$ cat src/rtl/axi_lite_master.sv
// Single-outstanding AXI4-Lite initiator: 3-cycle request-to-response latency with zero-wait slaves.
// All AXI valids and resp_valid are held until their handshake; req_ready is low outside IDLE.
module axi_lite_master #(
  parameter int ADDR_W = 32,
  parameter int DATA_W = 32
) (
  input  logic                clk,
  input  logic                rst,

  input  logic                req_valid,
  output logic                req_ready,
  input  logic                req_we,
  input  logic [ADDR_W-1:0]   req_addr,
  input  logic [DATA_W-1:0]   req_wdata,
  input  logic [DATA_W/8-1:0] req_wstrb,

  output logic                resp_valid,
  input  logic                resp_ready,
  output logic [DATA_W-1:0]   resp_rdata,
  output logic                resp_err,

  output logic [ADDR_W-1:0]   axi_araddr,
  output logic                axi_arvalid,
  input  logic                axi_arready,
  output logic [2:0]          axi_arprot,
  input  logic [DATA_W-1:0]   axi_rdata,
  input  logic [1:0]          axi_rresp,
  input  logic                axi_rvalid,
  output logic                axi_rready,

  output logic [ADDR_W-1:0]   axi_awaddr,
  output logic                axi_awvalid,
  input  logic                axi_awready,
  output logic [2:0]          axi_awprot,
  output logic [DATA_W-1:0]   axi_wdata,
  output logic [DATA_W/8-1:0] axi_wstrb,
  output logic                axi_wvalid,
  input  logic                axi_wready,
  input  logic [1:0]          axi_bresp,
  input  logic                axi_bvalid,
  output logic                axi_bready
);

  typedef enum logic [2:0] {
    IDLE  = 3'd0,
    RADDR = 3'd1,
    RDATA = 3'd2,
    WREQ  = 3'd3,
    WRESP = 3'd4,
    RESP  = 3'd5
  } state_t;

  state_t state;

  // AW and W retire independently; a channel counts as done once its valid is low
  // or its handshake is happening this edge.
  logic aw_hs, w_hs, aw_done, w_done;
  assign aw_hs   = axi_awvalid & axi_awready;
  assign w_hs    = axi_wvalid  & axi_wready;
  assign aw_done = ~axi_awvalid | axi_awready;
  assign w_done  = ~axi_wvalid  | axi_wready;

  assign axi_arprot = 3'b000;
  assign axi_awprot = 3'b000;

  // Only resp[1] distinguishes error from OKAY/EXOKAY.
  logic unused_resp_lsb;
  assign unused_resp_lsb = axi_rresp[0] ^ axi_bresp[0];

  always_ff @(posedge clk) begin
    if (rst) begin
      state       <= IDLE;
      req_ready   <= 1'b1;
      resp_valid  <= 1'b0;
      resp_rdata  <= '0;
      resp_err    <= 1'b0;
      axi_araddr  <= '0;
      axi_arvalid <= 1'b0;
      axi_rready  <= 1'b0;
      axi_awaddr  <= '0;
      axi_awvalid <= 1'b0;
      axi_wdata   <= '0;
      axi_wstrb   <= '0;
      axi_wvalid  <= 1'b0;
      axi_bready  <= 1'b0;
    end else begin
      case (state)
        IDLE: begin
          if (req_valid && req_ready) begin
            req_ready <= 1'b0;
            if (req_we) begin
              axi_awaddr  <= req_addr;
              axi_wdata   <= req_wdata;
              axi_wstrb   <= req_wstrb;
              axi_awvalid <= 1'b1;
              axi_wvalid  <= 1'b1;
              state       <= WREQ;
            end else begin
              axi_araddr  <= req_addr;
              axi_arvalid <= 1'b1;
              state       <= RADDR;
            end
          end
        end

        RADDR: begin
          if (axi_arvalid && axi_arready) begin
            axi_arvalid <= 1'b0;
            axi_rready  <= 1'b1;
            state       <= RDATA;
          end
        end

        RDATA: begin
          if (axi_rvalid && axi_rready) begin
            resp_rdata <= axi_rdata;
            resp_err   <= axi_rresp[1];
            axi_rready <= 1'b0;
            resp_valid <= 1'b1;
            state      <= RESP;
          end
        end

        WREQ: begin
          if (aw_hs) axi_awvalid <= 1'b0;
          if (w_hs)  axi_wvalid  <= 1'b0;
          if (aw_done && w_done) begin
            axi_bready <= 1'b1;
            state      <= WRESP;
          end
        end

        WRESP: begin
          if (axi_bvalid && axi_bready) begin
            axi_bready <= 1'b0;
            resp_err   <= axi_bresp[1];
            resp_rdata <= '0;
            resp_valid <= 1'b1;
            state      <= RESP;
          end
        end

        RESP: begin
          if (resp_ready) begin
            resp_valid <= 1'b0;
            req_ready  <= 1'b1;
            state      <= IDLE;
          end
        end

        default: begin
          state     <= IDLE;
          req_ready <= 1'b1;
        end
      endcase
    end
  end

endmodule
$ cat config.mk
export PLATFORM = sky130hd
export DESIGN_NAME = axi_lite_master
export DESIGN_NICKNAME = d
export VERILOG_FILES = /design/src/rtl/axi_lite_master.sv
export SDC_FILE = /design/constraint.sdc
export NUM_CORES = 1
export LEC_CHECK = 0
export ABC_AREA = 1
export CORE_AREA = 2 2 102 104
export CTS_BUF_LIST = sky130_fd_sc_hd__clkbuf_4
export DETAILED_ROUTE_END_ITERATION = 8
export DIE_AREA = 0 0 104 106
export DONT_BUFFER_PORTS = 1
export PLACE_DENSITY = 0.71
export SYNTH_ARGS = -nofsm -noshare
export SYNTH_HDL_FRONTEND = slang
export SYNTH_SLANG_ARGS = --single-unit
$ cat constraint.sdc
create_clock -name clk -period 2.2 [get_ports clk]
set_clock_uncertainty 0.05 [all_clocks]
set_input_delay 0.11 -clock clk [delete_from_list [all_inputs] [get_ports clk]]
set_output_delay 0.11 -clock clk [all_outputs]
set_load 0.01 [all_outputs]
==> flow_summary.yaml, run 1 <==
clock_network:
  clockRootBuffer: "clkbuf_4"
  htreeDepth: 4
  path_clk_slew_ps: 110
  cts_buffers: 17
  worstSkewPairLatency_ps: 520
  cts_tree: "yes"
  clockBufferDepth: 2
  numClockSinks: 143
  cts_resized: 0
detailed_routing:
  met3_wirelength_um: 1490
  ant_nets: 0
  drcViolationCount: 0
  wl_um: 15000
  drtPass1Iterations: 5
  avgViaCountPerCell: 5.35
  dr_total_vias: 4971
  wire_per_inst_um: 16.1
  drt_iter0_markers: 461
  top_layer_used: "met4"
  met2_length_um: 7430
  m1WireLength_um: 5730
timing:
  final_hold_viol_count: 0
  setup_viol: 0
  clock.fmax_mhz: 479
  worstMarginPinSlew_ps: 1050
  fin_crit_sh_pct: 94.9
  layout_min_cycle_time_ps: 2090
  drv_slew: 0
  tns_ps: 0
  slew_headroom_pct: 30.0
  rsz0062_at_grt: "no"
final_layout:
  layout_common_cells: "nor2_1 (213), dfxtp_1 (143), dlygate4sd3_1 (113), o21ai_0 (102), nand2_1 (63)"
  syn_to_final_growth_pct: 27.3
  drive_above_1_share_pct: 6.68
  nets: 895
  seq_area_um2: 2860
  final_common_cell: "nor2_1"
  finish.utilization_pct: 67.6
  diodes: 0
  num-fill-cells: 785
  multiInputGateArea_um2: 2130
global_route:
  grt_pass1_vias: 4851
  grt_use_total_pct: 26.8
  grt_antenna_before_repair: 0
  grt_overflow: 0
  grt_max_degree: 56
  grt_pass1_wl_um: 23700
floorplan:
  dieHeight_um: 106
  die_w_um: 104
  die-area_um2: 11000
  start_util_pct: 53.1
  fp-row-count: 37
  core_um2: 10000
  ioPinCount: 260
worst_setup_path:
  reg2reg_depth: 9
  required_ps: 2570
  critPathCaptureType: "flop"
  r2r_slack_ps: 110
  timing.rr.start: "state[1]"
  crit_slowest_cell: "dlygate4sd3_1"
  cp_common_cell: "nand2_1"
  cp_max_fo: 34
  crit_type: "flop to flop"
  arrival_ps: 2450
  path_cells: "nor2_4 > nand2_2 > buf_4 > inv_1 > nand2_1 > nand2_1 > dlygate4sd3_1 > nand2_1 > a21oi_1"
  rr_endpoint: "resp_err"
  slowest_delay_ps: 540
  start_kind: "flop"
placement:
  port_buffers: 0
  dp_hpwl_um: 9000
  routabilityCongestion: 0.858
yosys:
  synth.distinct_cells: 25
  synth_warnings: 0
  ys_ff_latch: 143
  avgSynthCellArea_um2: 7.71
  synth_ff_type: "dfxtp_1"
  ys_async_sr_fraction_pct: 0
  seq_area_frac_synth_pct: 54.0
  netlist_instances: 688
  synth_edf_count: 0
  syn_area_um2: 5310
run:
  cap_violations: 0
status:
  outcome: "finished, final reports clean"
power:
  power.density_nw_per_um2: 1130
  vdd_drop_max_mv: 0.582
  p_leak_nw: 2.68
hold_path:
  min_to: "resp_valid"
  holdPathStages: 5
  worstHoldPathType: "primary input to flop"
  hold_start: "axi_rvalid"
[stage by stage]
stage | total power, mW | hold WS (ps) | worst slack (ps) | cells | cell area [µm²]
floorplan | 5.23 | 195 | 758 | 693 | 5320
global placement | 5.45 | 132 | 382 | 784 | 5280
detailed placement | 5.54 | 137 | 307 | 784 | 5280
CTS | 7.58 | 16.4 | 130 | 929 | 6760
global route | 8.07 | 50.7 | 0.952 | 929 | 6760
finish | 7.61 | 84.3 | 112 | 929 | 6760
[registers in the layout, indices dropped and copies added (netlist names), 3 cells and up]
name,flops
resp_rdata,32
axi_awaddr,32
axi_wstrb,4
state,3
axi_wdata,32
axi_araddr,32
[synthesized netlist by cell type, types with 2 or more instances]
cell | count | area [µm²]
nor2_1 | 213 | 800
dfxtp_1 | 143 | 2860
o21ai_0 | 102 | 510
nand2_1 | 63 | 236
nand3_1 | 44 | 220
a21oi_1 | 43 | 215
clkbuf_1 | 25 | 93.8
buf_2 | 12 | 60.1
inv_1 | 11 | 41.3
buf_4 | 6 | 45.0
buf_6 | 6 | 67.6
nand2_2 | 4 | 25.0
buf_1 | 2 | 7.51
inv_2 | 2 | 7.51
nor2_4 | 2 | 22.5
[final cells by class]
type | count | area share [%]
clock inverter | 13 | 2.80
sequential | 143 | 42.4
inverter | 14 | 0.796
tap | 136 | 2.52
clock buffer | 18 | 2.00
timing repair buffer | 121 | 18.0
multi-input combinational | 484 | 31.5
[power by group]
group,internal [mW],total (mW),switching (mW)
Clock,0.914,1.85,0.936
Sequential,3.13,3.81,0.677
Combinational,0.705,1.95,1.24
Total,4.75,7.61,2.86
[critical path, delay by kind of cell (launching register included)]
| kind | cells | cell delay [ps] |
|---|---|---|
| AND/OR/NAND/NOR | 5 | 360 |
| flip-flops | 1 | 530 |
| buffers and inverters | 3 | 990 |
| AO/OA/AOI/OAI | 1 | 50 |
[repair_timing]
item / 4_1_cts / 5_1_grt
hold buffers: 114 / 0
buffers inserted: 0 / 0
endpoints found under the hold margin: 143 / 0
[kinds of logic after synthesis]
kind of cell    after synthesis  share of synthesized area (%)
simple gates                332                           25.9
compound gates              146                           13.8
flops                       143                           54.0
buf+inv                      66                           6.27
other cells                   1                         0.0707
[layer usage]
layer / vias to the layer above / GRT usage, %
met5: - / 0
met4: 0 / 10.8
met3: 32 / 11.8
met2: 264 / 46.2
met1: 2279 / 28.9
li1: 2396 / -
[worst max path at each step]
stage | slack [ps] | startpoint | endpoint | cells after the start
finish | 110 | state[1] | resp_err | 9
global route | 1 | state[1] | axi_bready | 8
CTS | 130 | state[1] | resp_err | 9
detailed placement | 310 | state[2] | axi_araddr[19] | 6
global placement | 380 | state[1] | axi_araddr[25] | 6
floorplan | 760 | state[1] | axi_araddr[10] | 8
Note: power is estimated with default switching activity, not from simulation.
==> run 2: changes to the inputs <==
--- a/config.mk
+++ b/config.mk
@@ -6,12 +6,12 @@
 export NUM_CORES = 1
 export LEC_CHECK = 0
 export ABC_AREA = 1
-export CORE_AREA = 2 2 102 104
+export CORE_MARGIN = 2
+export CORE_UTILIZATION = 49
 export CTS_BUF_LIST = sky130_fd_sc_hd__clkbuf_4
 export DETAILED_ROUTE_END_ITERATION = 8
-export DIE_AREA = 0 0 104 106
 export DONT_BUFFER_PORTS = 1
-export PLACE_DENSITY = 0.71
+export PLACE_DENSITY = 0.66
 export SYNTH_ARGS = -nofsm -noshare
 export SYNTH_HDL_FRONTEND = slang
 export SYNTH_SLANG_ARGS = --single-unit
==> flow_summary.yaml, run 2 (synthesis gave the netlist of run 1 again) <==
status:
  outcome: "finished, final reports clean"
worst_setup_path:
  slowest_delay_ps: 550
  arrival_ps: 2350
  crit_type: "flop to flop"
  critPathBufInv: 3
  path_cells: "nor2_4 > nand2_2 > buf_4 > inv_1 > nand2_1 > nand2_1 > dlygate4sd3_1 > nand2_1 > a21oi_1"
  cp_max_fo: 34
  cp_top_family: "buffers and inverters"
  crit_slowest_cell: "dlygate4sd3_1"
  critPathCaptureType: "flop"
  cp_common_cell: "nand2_1"
  required_ps: 2530
  start_kind: "flop"
power:
  p_leak_nw: 2.70
  internal_power_mw: 4.68
  switchingPower_mw: 2.79
  combinationalPowerShare_pct: 26.4
  p_sw_share_pct: 37.4
  pwr-share-clk_pct: 22.6
  vdd_drop_max_mv: 0.541
  power_frac_seq_pct: 51.0
  power.density_nw_per_um2: 1100
clock_network:
  worstSkewPairLatency_ps: 490
  cts_tree: "yes"
  htreeDepth: 4
  cts_buffers: 17
  numClockSinks: 143
  clockBufferDepth: 2
  path_clk_slew_ps: 120
  postCtsSetupRepairBufs: 0
  clockRootBuffer: "clkbuf_4"
timing:
  tns_ps: 0
  final_hold_viol_count: 0
  drv_slew: 0
  layout_min_cycle_time_ps: 2020
  rsz0062_at_grt: "no"
  whs_ps: 62.9
  slew_headroom_pct: 30.8
  setup_viol: 0
  clock.fmax_mhz: 494
  worstMarginPinSlew_ps: 1040
  fin_crit_sh_pct: 92.0
floorplan:
  start_util_pct: 50.9
  die_w_um: 108
  die-area_um2: 11700
  ioPinCount: 260
  core_um2: 10400
  fp-row-count: 37
  dieHeight_um: 108
global_route:
  grt_pass1_wl_um: 23000
  grt_antenna_before_repair: 0
  grt_max_degree: 59
  grt_overflow: 0
  grt_pass1_vias: 4774
  grt_use_total_pct: 25.0
detailed_routing:
  dr_total_vias: 4949
  drt_iter0_markers: 391
  wire_per_inst_um: 16.1
  wl_um: 15100
  drcViolationCount: 0
  ant_nets: 0
  avgViaCountPerCell: 5.28
  drtPass1Iterations: 4
placement:
  port_buffers: 0
  dp_hpwl_um: 9340
  routabilityCongestion: 0.848
final_layout:
  syn_to_final_growth_pct: 28.6
  nets: 903
  drive_above_1_share_pct: 6.61
  layout_common_cells: "nor2_1 (213), dfxtp_1 (142), dlygate4sd3_1 (120), o21ai_0 (102), nand2_1 (63)"
  final_common_cell: "nor2_1"
  diodes: 0
  num-fill-cells: 849
run:
  cap_violations: 0
hold_path:
  worstHoldPathType: "primary input to flop"
## run 2: power groups by stage
| stage | clock, mW | sequential (mW) | combinational, mW |
|---|---|---|---|
| global placement | 0 | 3.85 | 1.64 |
| global route | 1.85 | 3.87 | 2.24 |
| finish | 1.69 | 3.81 | 1.97 |
| CTS | 1.74 | 3.80 | 1.95 |
| floorplan | 0 | 3.69 | 1.54 |
| detailed placement | 0 | 3.86 | 1.72 |
## run 2: per-layer routing
| metal | up-vias | wire [µm] | track usage [%] | share of wire [%] |
|---|---|---|---|---|
| met5 | - | 0 | 0 | 0 |
| met4 | 0 | 400 | 11.5 | 2.6 |
| met3 | 38 | 1630 | 10.7 | 11 |
| met2 | 242 | 7660 | 43.8 | 51 |
| met1 | 2254 | 5410 | 25.7 | 36 |
| li1 | 2415 | - | - | - |
## run 2: path summary, 6_finish.rpt
path,from,to,slack [ps],depth (start not counted)
min,req_we,axi_araddr[24],60,4
min reg2reg,resp_rdata[22],resp_rdata[22],470,2
max reg2reg,state[0],resp_err,180,9
max,state[0],resp_err,180,9
## run 2: metrics by stage
stage          total power [mW]  cell area, µm²  worst slack [ps]  std cells  utilization (%)
2_1_floorplan              5.23            5320               758        693                -
3_3_place_gp               5.49            5310               383        785             51.0
3_5_place_dp               5.58            5310               292        785             51.0
4_1_cts                    7.49            6820               127        938             65.5
5_1_grt                    7.96            6820              35.3        938             65.5
6_report                   7.47            6820               176        938             65.5
## run 2: cell type report
| class | count | area, µm² | area share, % |
|---|---|---|---|
| Clock inverter | 13 | 145 | 2.13 |
| Multi-Input combinational cell | 484 | 2130 | 31.2 |
| Tap cell | 136 | 170 | 2.49 |
| Inverter | 14 | 53.8 | 0.789 |
| Sequential cell | 143 | 2860 | 42.0 |
| Clock buffer | 19 | 143 | 2.09 |
| Timing Repair Buffer | 129 | 1320 | 19.3 |
## run 2: repair_timing
action / 4_1_cts / 5_1_grt
hold buffers: 121 / 0
setup endpoints to repair: 0 / 1
endpoints found under the hold margin: 141 / 0
resized for setup: 0 / 1
## run 2: worst min-delay path, delay by kind of cell
kind / cells / cell delay (ps)
simple gates: 2 / 60
compound gates: 1 / 170
buf+inv: 1 / 220
==> run 3: changes to the inputs <==
--- a/config.mk
+++ b/config.mk
@@ -11,7 +11,7 @@
 export CTS_BUF_LIST = sky130_fd_sc_hd__clkbuf_4
 export DETAILED_ROUTE_END_ITERATION = 8
 export DONT_BUFFER_PORTS = 1
-export PLACE_DENSITY = 0.66
+export PLACE_DENSITY = 0.69
 export SYNTH_ARGS = -nofsm -noshare
 export SYNTH_HDL_FRONTEND = slang
 export SYNTH_SLANG_ARGS = --single-unit
==> flow_summary.yaml, run 3 (synthesis gave the netlist of run 1 again) <==
floorplan:
  die-area_um2: 11700
  ioPinCount: 260
  die_w_um: 108
  fp-row-count: 37
  dieHeight_um: 108
  core_um2: 10400
  start_util_pct: 50.9
final_layout:
  multiInputGateArea_um2: 2130
  drive_above_1_share_pct: 6.69
  final_common_cell: "nor2_1"
  nets: 896
  syn_to_final_growth_pct: 27.0
  num-fill-cells: 855
  seq_area_um2: 2860
  layout_common_cells: "nor2_1 (213), dfxtp_1 (143), dlygate4sd3_1 (112), o21ai_0 (102), nand2_1 (63)"
  design_area_um2: 6740
  diodes: 0
run:
  cap_violations: 0
placement:
  dp_hpwl_um: 9360
  port_buffers: 0
  routabilityCongestion: 0.835
  place_area_um2: 5300
  place_ws_ps: 328
worst_setup_path:
  critPathBufInv: 3
  crit_type: "flop to flop"
  cp_max_fo: 34
  cp_common_cell: "nand2_1"
  arrival_ps: 2420
  slowest_delay_ps: 540
  cp_top_family: "buffers and inverters"
  required_ps: 2550
  critPathCaptureType: "flop"
  path_cells: "nor2_4 > nand2_2 > buf_4 > inv_1 > nand2_1 > nand2_1 > dlygate4sd3_1 > nand2_1 > a21oi_1"
  r2r_slack_ps: 130
  start_kind: "flop"
  crit_slowest_cell: "dlygate4sd3_1"
power:
  internal_power_mw: 4.72
  pwr-share-clk_pct: 23.3
  p_leak_nw: 2.67
  combinationalPowerShare_pct: 26.1
  power_frac_seq_pct: 50.6
  vdd_drop_max_mv: 0.554
  switchingPower_mw: 2.80
  total_power_mw: 7.52
  power.density_nw_per_um2: 1120
  p_sw_share_pct: 37.3
clock_network:
  worstSkewPairLatency_ps: 500
  numClockSinks: 143
  path_clk_slew_ps: 120
  clockBufferDepth: 2
  htreeDepth: 4
  cts_tree: "yes"
  clockRootBuffer: "clkbuf_4"
  cts_buffers: 17
  cts_resized: 0
timing:
  drv_slew: 0
  final_hold_viol_count: 0
  clock.fmax_mhz: 484
  fin_crit_sh_pct: 94.0
  worst_slack_ps: 133
  worstMarginPinSlew_ps: 648
  setup_viol: 0
  tns_ps: 0
  slew_headroom_pct: 56.7
  layout_min_cycle_time_ps: 2070
  rsz0062_at_grt: "no"
detailed_routing:
  ant_nets: 0
  wl_um: 15500
  drcViolationCount: 0
  drt_iter0_markers: 361
  drtPass1Iterations: 5
  dr_total_vias: 4986
  avgViaCountPerCell: 5.37
  wire_per_inst_um: 16.7
hold_path:
  worstHoldPathType: "primary input to flop"
global_route:
  grt_antenna_before_repair: 0
  grt_overflow: 0
  grt_pass1_vias: 4878
  grt_pass1_wl_um: 23200
  grt_use_total_pct: 25.4
  grt_max_degree: 52
status:
  outcome: "finished, final reports clean"
[run 3: changes by cell type in the layout (fill, tap and decap cells not counted), moves of 2 or more]
cell	previous run	this run
clkbuf_4	19	17
buf_12	4	2
buf_4	5	8
dlygate4sd3_1	120	112
clkinv_1	3	0
[run 3: worst min-delay path, stage by stage]
cell	delay [ps]
nor3_4	20
buf_4	220
o21ai_0	180
nor2_1	40
[run 3: timing repair]
action | CTS | global route
endpoints found under the hold margin | 141 | 0
setup buffers | 0 | 0
hold buffers | 113 | 0
[run 3: per-stage QoR]
| stage | hold slack, ps | utilization [%] | std cells |
|---|---|---|---|
| 2_1_floorplan | 195 | - | 693 |
| 3_3_place_gp | 132 | 50.8 | 786 |
| 3_5_place_dp | 135 | 50.8 | 786 |
| 4_1_cts | 11.0 | 64.7 | 928 |
| 5_1_grt | 31.0 | 64.7 | 928 |
| 6_report | 63.9 | 64.7 | 928 |
[run 3: final timing paths]
path	depth (start not counted)	startpoint	end
max	9	state[1]	resp_err
min	4	req_we	axi_araddr[26]
max reg2reg	9	state[1]	resp_err
min reg2reg	2	resp_rdata[1]	resp_rdata[1]
[run 3: area by class of cell]
class	count	area share (%)
Tap cell	136	2.53
Clock buffer	17	1.89
Clock inverter	12	2.55
Multi-Input combinational cell	484	31.6
Inverter	14	0.799
Timing Repair Buffer	122	18.1
Sequential cell	143	42.5
[run 3: routing by layer]
layer	part of all wire, %	wire (µm)	GRT usage (%)	vias up
met2	50	7830	46.1	276
met5	0	0	0	-
met4	2.6	407	11.5	0
li1	-	-	-	2409
met3	11	1640	10.0	38
met1	36	5650	25.5	2263
[run 3: power groups by stage]
stage / Sequential [mW] / Combinational, mW / Clock, mW
after detailed placement: 3.86 / 1.72 / 0
after global placement: 3.85 / 1.64 / 0
after floorplan: 3.69 / 1.54 / 0
after CTS: 3.80 / 1.92 / 1.80
after global routing: 3.86 / 2.21 / 1.90
final: 3.81 / 1.96 / 1.75
